### config.mk
export PLATFORM = sky130hd
export DESIGN_NAME = q34_unpack_expand
export DESIGN_NICKNAME = d
export VERILOG_FILES = /design/src/rtl/q34_unpack_expand_pkg.sv /design/src/rtl/q34_expand.sv /design/src/rtl/q34_unpack_expand.sv
export SDC_FILE = /design/constraint.sdc
export NUM_CORES = 1
export LEC_CHECK = 0
export CAP_MARGIN = 40
export CORE_AREA = 3 3 85 87
export CTS_CLUSTER_SIZE = 16
export DETAILED_ROUTE_END_ITERATION = 7
export DIE_AREA = 0 0 88 90
export PLACE_DENSITY = 0.63
export SYNTH_ARGS = -nofsm -noshare
export SYNTH_HDL_FRONTEND = slang
export SYNTH_HIERARCHICAL = 1
export SYNTH_SLANG_ARGS = --single-unit
export TNS_END_PERCENT = 1
### constraint.sdc
create_clock -name clk -period 5.29 [get_ports clk]
set_clock_uncertainty 0.15 [all_clocks]
set_input_delay 1.587 -clock clk [delete_from_list [all_inputs] [get_ports clk]]
set_output_delay 1.587 -clock clk [all_outputs]
set_load 0.02 [all_outputs]
### src/rtl/q34_unpack_expand_pkg.sv
// Shared constants, state type and helpers for the Q3.4 unpack/expand block.
// Four signed Q3.4 lanes per packed word are widened to a signed Q format.
package q34_unpack_expand_pkg;

    localparam int LANE_W = 8;
    localparam int LANES  = 4;

    typedef enum logic {
        EMPTY,
        BUSY
    } state_e;

    // Index of the final lane; out-of-range counts (0, 5..7) mean a full word.
    function automatic logic [1:0] last_lane(input logic [2:0] cnt);
        logic [1:0] r;
        if (cnt == 3'd0 || cnt > 3'd4) begin
            r = 2'd3;
        end else begin
            r = 2'(cnt - 3'd1);
        end
        return r;
    endfunction

endpackage

### src/rtl/q34_expand.sv
// Lossless widening of one signed Q3.4 lane into the output Q format.
// Integer part is sign-extended, low fraction bits are zero-filled.
module q34_expand
    import q34_unpack_expand_pkg::*;
#(
    parameter int DATA_WIDTH = 19,
    parameter int INT_LENGTH = 10
) (
    input  logic [LANE_W-1:0]     lane_i,
    output logic [DATA_WIDTH-1:0] data_o
);

    localparam int SHIFT = DATA_WIDTH - INT_LENGTH - 5;

    if (INT_LENGTH < 3 || DATA_WIDTH - INT_LENGTH - 1 < 4) begin : g_bad_params
        $error("q34_expand: need INT_LENGTH>=3 and >=4 fraction bits");
    end

    logic signed [DATA_WIDTH-1:0] ext;

    assign ext    = DATA_WIDTH'($signed(lane_i));
    assign data_o = ext <<< SHIFT;

endmodule

### src/rtl/q34_unpack_expand.sv
// Unpacks up to four Q3.4 lanes per word and streams them out widened.
// Single holding register; back-to-back words run with no bubble.
module q34_unpack_expand
    import q34_unpack_expand_pkg::*;
#(
    parameter int DATA_WIDTH = 19,
    parameter int INT_LENGTH = 10
) (
    input  logic                  clk,
    input  logic                  rst,
    input  logic                  in_valid,
    output logic                  in_ready,
    input  logic [31:0]           in_data,
    input  logic [2:0]            in_count,
    input  logic                  in_last,
    output logic                  out_valid,
    input  logic                  out_ready,
    output logic [DATA_WIDTH-1:0] out_data,
    output logic                  out_last
);

    state_e      state_q, state_d;
    logic [31:0] word_q, word_d;
    logic [1:0]  lidx_q, lidx_d;
    logic [1:0]  idx_q, idx_d;
    logic        last_q, last_d;

    logic              is_busy;
    logic              at_end;
    logic              accept;
    logic              load;
    logic [LANE_W-1:0] lane;
    logic [DATA_WIDTH-1:0] exp_data;

    assign is_busy = (state_q == BUSY);
    assign at_end  = (idx_q == lidx_q);
    assign lane    = word_q[{idx_q, 3'b000} +: LANE_W];

    q34_expand #(
        .DATA_WIDTH (DATA_WIDTH),
        .INT_LENGTH (INT_LENGTH)
    ) u_expand (
        .lane_i (lane),
        .data_o (exp_data)
    );

    // Next-state, handshake and output decode from the holding register.
    always_comb begin
        state_d   = state_q;
        word_d    = word_q;
        lidx_d    = lidx_q;
        idx_d     = idx_q;
        last_d    = last_q;
        load      = 1'b0;
        in_ready  = !is_busy || (out_ready && at_end);
        accept    = in_valid && in_ready;
        out_valid = is_busy;
        out_data  = is_busy ? exp_data : '0;
        out_last  = is_busy && at_end && last_q;
        unique case (state_q)
            EMPTY: begin
                if (accept) begin
                    state_d = BUSY;
                    load    = 1'b1;
                end
            end
            BUSY: begin
                if (out_ready) begin
                    if (!at_end) begin
                        idx_d = idx_q + 2'd1;
                    end else if (accept) begin
                        load = 1'b1;
                    end else begin
                        state_d = EMPTY;
                    end
                end
            end
            default: state_d = EMPTY;
        endcase
        if (load) begin
            word_d = in_data;
            lidx_d = last_lane(in_count);
            idx_d  = 2'd0;
            last_d = in_last;
        end
    end

    // State and holding register; reset discards any partial word.
    always_ff @(posedge clk or posedge rst) begin
        if (rst) begin
            state_q <= EMPTY;
            word_q  <= '0;
            lidx_q  <= '0;
            idx_q   <= '0;
            last_q  <= 1'b0;
        end else begin
            state_q <= state_d;
            word_q  <= word_d;
            lidx_q  <= lidx_d;
            idx_q   <= idx_d;
            last_q  <= last_d;
        end
    end

endmodule

; Word-level counts from Yosys, hierarchy flattened
; Index checks and enable logic that the tools add are counted.
[classes]
n_addsub = 2
order_cmp = 1
n_eq_ne = 2
shift = 1
n_mux = 13
n_bitwise = 1
n_reduce_logical = 11
[ops]
columns = op, count
row1 = 32-bit by 6-bit indexed part select with 8-bit output, 1
row2 = 19-bit two-way mux, 1
row3 = 2-bit two-way mux, 5
row4 = 1-bit two-way mux, 5
row5 = 1-bit logical AND, 4
row6 = 1-bit one-hot mux with 2 select lines, 2
row7 = 2-bit nonzero test, 2
row8 = 3-bit greater-than comparator (second input constant), 1
row9 = 3-bit zero test, 1
row10 = 3-bit AND reduction, 1
row11 = 2-bit by 1-bit adder with 2-bit output (second input constant), 1
row12 = 2-bit equality test, 1
row13 = 1-bit logical OR, 2
row14 = 2-bit by 1-bit != test with 1-bit output (second input constant), 1
row15 = 2-bit by 1-bit subtractor with 2-bit output (second input constant), 1
row16 = 1-bit zero test, 1
row17 = 1-bit NOT, 1
[totals]
ff_bits = 38
input_bits = 40
out_inout_bits = 22
elab_cells = 36

; Depth between registers and ports, before layout
[logic_depth]
depth_word = 10
ltp_mapped = 6
ltp_nobuf = 6

; Cells and area by module
; The synthesis kept the hierarchy.
[modules_own_cells]
columns = mod, instances, cells_each, area_each_um2, seq_area_each_um2
row1 = q34_unpack_expand, 1, 149, 2140.8, 950.9
row2 = q34_expand, 1, 20, 146.4, 0.0

; Worst setup path before layout
; OpenSTA, ideal clock, no wires.
[synth_timing]
kind = input to output
startpoint = input port out_ready
endpoint = output port in_ready
arrival_ns = 1.996
required_ns = 3.553
setup_slack_ns = 1.557
cell_stages = 3
path_buffers = 1
path_cell_list = clkbuf_2 nand3_1 nand2_1
[synth_between]
elab_chain_cells = 2
[synth_rtl]
columns = element, line
row1 = start: declaration, q34_unpack_expand.sv:17  ; input logic out_ready,
row2 = 1-bit logical AND, q34_unpack_expand.sv:55  ; in_ready = !is_busy || (out_ready && at_end);
row3 = 1-bit logical OR, q34_unpack_expand.sv:55
row4 = end: declaration, q34_unpack_expand.sv:12  ; output logic in_ready,
; No other way between the ends.

; Worst setup path in the final report
; Ends and elaborated chain as after synthesis.

==> results.md <==
Setup path:
- The most numerous cell type found on the critical path is sky130_fd_sc_hd__clkdlybuf4s50_1.
- The worst endpoint data arrival time is 3.02 ns.
- At the worst endpoint, the required time is around 3.6 ns.
- The largest fanout on the critical path is 8.
- The critical path goes through clkdlybuf4s50_1 > nand3_1 > nand2_1 > clkdlybuf4s50_1.
- The number of cell instances on the worst register-to-register path is 6.
- The setup path with the least slack is of type in -> out.
- In this run the worst setup path begins at out_ready.
- Among all stages on the critical path, the largest delay is contributed by sky130_fd_sc_hd__clkdlybuf4s50_1.
- For this run, the slowest stage of the critical path takes 0.62 ns.
- The end point of the critical path is in_ready.
- The worst setup path is captured at an output pin.
- The critical register-to-register path endpoint is word_q[26].
- Across all register-to-register paths, the minimum setup slack is between 2 and 3 ns.
- STA classifies the critical path startpoint as a primary input.
- The startpoint identified for the worst register-to-register timing path is idx_q[0].

STA:
- The post-route minimum period is ~4.8 ns.
- Adding up every negative setup slack in the final design gives 0 ns.
- The tightest slew margin relative to the limit is a little over half.
- The final number of max-transition violations is 0.
- Static timing analysis puts the maximum clock frequency at 210 MHz.
- Setup repair after global routing left no endpoint under its margin.
- The part of the cycle the worst path needs is 89.9%.
- Once routing completed, OpenROAD measured the worst setup slack at 0.533 ns.
- At the pin with the least slew margin, the transition time is between 0.6 and 0.7 ns.
- The final hold violation count is 0.
- Final hold analysis gives a worst-case slack of 0.353 ns.
- The number of setup violations in the final report is 0.

Clocking:
- The post-CTS clock slew at the launch and capture registers of the worst setup and hold paths is roughly 0.070 ns.
- For this design, the CTS-stage hold fixing added 0 buffers.
- The cell sitting at the root of the clock tree is a sky130_fd_sc_hd__clkbuf_8.
- The CTS H-tree depth is 2.
- The buffer levels on the longest clock path is 2.
- TritonCTS built the clock tree.
- The clock net in this run drives a total of 38 sinks.
- At the later pin of the worst-skew pair, clock insertion delay measures between 0.2 and 0.3 ns.
- In this run the post-CTS setup repair buffer count came out at 0.
- The number of clock buffers inserted by TritonCTS is 5.
- Gates resized during post-CTS repair numbered 0.

Synth:
- Synthesis handed over a netlist of ~170 instances.
- Summed over its instances, the top area cell type makes up between 40% and 50% of the synthesized netlist area.
- The synthesized netlist contains 41 unique library cells.
- The post-synthesis cell area is 0.00229 sq mm.
- By area the synthesized netlist is led by sky130_fd_sc_hd__dfrtp_1, sky130_fd_sc_hd__mux2_4, sky130_fd_sc_hd__buf_4, sky130_fd_sc_hd__and2_1, sky130_fd_sc_hd__mux4_2.
- The top cell type by total area after synthesis is sky130_fd_sc_hd__dfrtp_1.
- Averaged over all synthesized cells, the footprint is between 10 and 15 sq um.
- For this run, the number of Yosys warnings is 6.
- The number of synthesized register bits is 38.
- The post-synthesis sequential area ratio is 41.6%.

Routing:
- In the final routed layout, each cell accounts on average for between 10 and 15 um.
- The via density per instance is 4.68.
- The remaining antenna violation count after routing is 0.
- For this block, the via count after detailed routing is 1,342.
- The number of detailed-routing iterations run before antenna repair is 4.
- In the routed design, unresolved DRC markers number 0.
- The detailed router finished its first iteration with 57 violations.
- The final layout contains routed wiring with a total length of 4140 um.

Placement:
- The HPWL reported at the end of detailed placement is 3020 um.
- Routability-driven placement finished with a final weighted congestion of about 0.81.
- Input and output buffers added on the ports amount to 57.
- The worst setup timing slack at the placement stage is 0.524 ns.

Final layout:
- The final antenna diode count is 0.
- The number of inserted filler cells in the final layout is between 600 and 700.
- At the end of the flow the core is filled with cells to 44.2%.
- From synthesis to final layout, the design area changed by 24.0%.
- The count of nets after finishing is 251.
- The post-route netlist has 23.8% of its cells at a drive strength greater than 1.

Power and ir drop:
- In this run, the clock network consumes 9.2% of the power.
- The reported net switching power is roughly 0.71 mW.
- The internal portion of the total power is between 1 and 1.5 mW.
- The proportion of power drawn by combinational gates is 61.7%.
- Sequential cells burn 29.1% of the power.
- Dividing total power by cell area gives a power density of ~700 mW/mm^2.
- The switching fraction of total power is a little over a third.
- The leakage power figure is around 1.2 nW.
- The worst-case IR drop observed on VDD is 0.000233 V.

Floorplanning:
- The number of I/O pins is 62.
- The die covers 0.00792 sq mm.
- The horizontal die dimension is 88 um.
- The total area inside the core boundary comes to 0.00642 sq mm.
- In this run the core area contains 29 standard-cell rows.
- For this configuration, the core starts out at a cell density of a little over a third.
- In this run the vertical extent of the chip is 90 um.

Global routing:
- The first-pass GRT wire length is 6820 um.
- Entering global routing, the biggest net connects 39 pins.
- The via count of the first global-routing pass is approximately 1.4k.
- In the global route stage, overall resource usage came out at 11.2%.
- The total overflow left after global routing is 0.
- The initial antenna violation count came to 0.

Min path:
- The min-delay analysis places its worst path in the category reg -> reg.

Run:
- The max-cap check violation count is 0.

Outcome:
- The run finished with clean final reports.
[logic make-up after synthesis]
logic type | synth area share, %
compound gates | 3.88
xor+xnor | 3.06
fa+ha+maj | 0.547
buf+inv | 11.2
flops | 41.6
mux | 30.0
other cells | 0.164
simple gates | 9.63
[cell type report]
type                            instances  area (sq um)  area share, %
Tap cell                               77          96.3           3.40
Inverter                                4          15.0          0.529
Multi-Input combinational cell        101          1090           38.5
Sequential cell                        38           951           33.5
Timing Repair Buffer                   60           606           21.3
Clock buffer                            7          76.3           2.69
[power groups by stage]
stage               clock network, mW  logic (mW)  registers (mW)
floorplan                           0        1.09           0.508
finish                          0.182        1.22           0.575
global route                    0.204        1.32           0.602
detailed placement                  0        1.23           0.583
CTS                             0.192        1.24           0.579
global placement                    0        1.22           0.577
[flip-flops by register name, indices dropped and copies added (netlist names)]
signal,count
word_q,32
lidx_q,2
last_q,1
idx_q,2
out_valid,1
[metal layers]
layer  wire (um)  part of all wire, %  track usage, %
met5           0                    0               0
met1        1820                   44            14.2
met3         279                  6.7            3.66
met2        2020                   49            18.0
met4          29                 0.70            3.45
[how the worst min path moves through the flow]
stage	from	end	slack, ns	depth (start not counted)
final	last_q	last_q	0.35	1
after global routing	word_q[7]	word_q[7]	0.38	1
after global placement	last_q	last_q	0.33	1
after CTS	last_q	last_q	0.36	1
after floorplan	last_q	last_q	0.32	1
after detailed placement	word_q[6]	word_q[6]	0.34	1
[Yosys cell counts]
library cell,n
sky130_fd_sc_hd__mux2_2,3
sky130_fd_sc_hd__inv_1,4
sky130_fd_sc_hd__mux4_1,3
sky130_fd_sc_hd__buf_2,1
sky130_fd_sc_hd__clkbuf_2,2
sky130_fd_sc_hd__nand3b_1,1
sky130_fd_sc_hd__nand2_1,4
sky130_fd_sc_hd__nor3_1,1
sky130_fd_sc_hd__and2_1,19
sky130_fd_sc_hd__o21ai_4,1
sky130_fd_sc_hd__nand3_1,1
sky130_fd_sc_hd__mux4_2,5
sky130_fd_sc_hd__o21ai_0,2
sky130_fd_sc_hd__buf_6,1
sky130_fd_sc_hd__xor2_1,1
sky130_fd_sc_hd__a22oi_1,1
sky130_fd_sc_hd__dfrtp_1,38
sky130_fd_sc_hd__a211o_1,1
sky130_fd_sc_hd__xnor2_4,1
sky130_fd_sc_hd__buf_12,3
sky130_fd_sc_hd__nand3_2,1
sky130_fd_sc_hd__ha_1,1
sky130_fd_sc_hd__buf_4,19
sky130_fd_sc_hd__nand4b_1,1
sky130_fd_sc_hd__nand2b_1,2
sky130_fd_sc_hd__xnor2_1,2
sky130_fd_sc_hd__a21oi_1,3
sky130_fd_sc_hd__conb_1,1
sky130_fd_sc_hd__nor2_1,3
sky130_fd_sc_hd__and3_1,1
sky130_fd_sc_hd__o22ai_1,1
sky130_fd_sc_hd__a22o_1,2
sky130_fd_sc_hd__xor2_2,1
sky130_fd_sc_hd__nor3b_1,1
sky130_fd_sc_hd__clkbuf_1,2
sky130_fd_sc_hd__mux2_4,30
sky130_fd_sc_hd__nor2b_1,1
sky130_fd_sc_hd__nand4_1,1
sky130_fd_sc_hd__mux2i_1,1
sky130_fd_sc_hd__buf_1,1
sky130_fd_sc_hd__a211oi_1,1
[stage by stage]
stage	area (sq um)	power, mW	instances
global route	2840	2.12	287
CTS	2840	2.01	287
detailed placement	2760	1.81	280
finish	2840	1.98	287
global placement	2760	1.80	280
floorplan	2300	1.59	172
[critical path: cells and delay by family]
kind	cells	cell delay (ns)
buffers and inverters	2	1.23
AND/OR/NAND/NOR	2	0.20
[placed cells by master (no fill, tap or decap), drive strengths merged, types with 3 or more instances in the layout]
cell / synthesis / layout
clkdlybuf4s50: 0 / 57
dfrtp: 38 / 38
mux2: 33 / 33
and2: 19 / 19
mux4: 8 / 8
clkbuf: 4 / 7
inv: 4 / 4
nand2: 4 / 4
conb: 1 / 4
a21oi: 3 / 3
nor2: 3 / 3
xnor2: 3 / 3
o21ai: 3 / 3
buf: 25 / 3
Note: power is estimated with default switching activity, not from simulation.
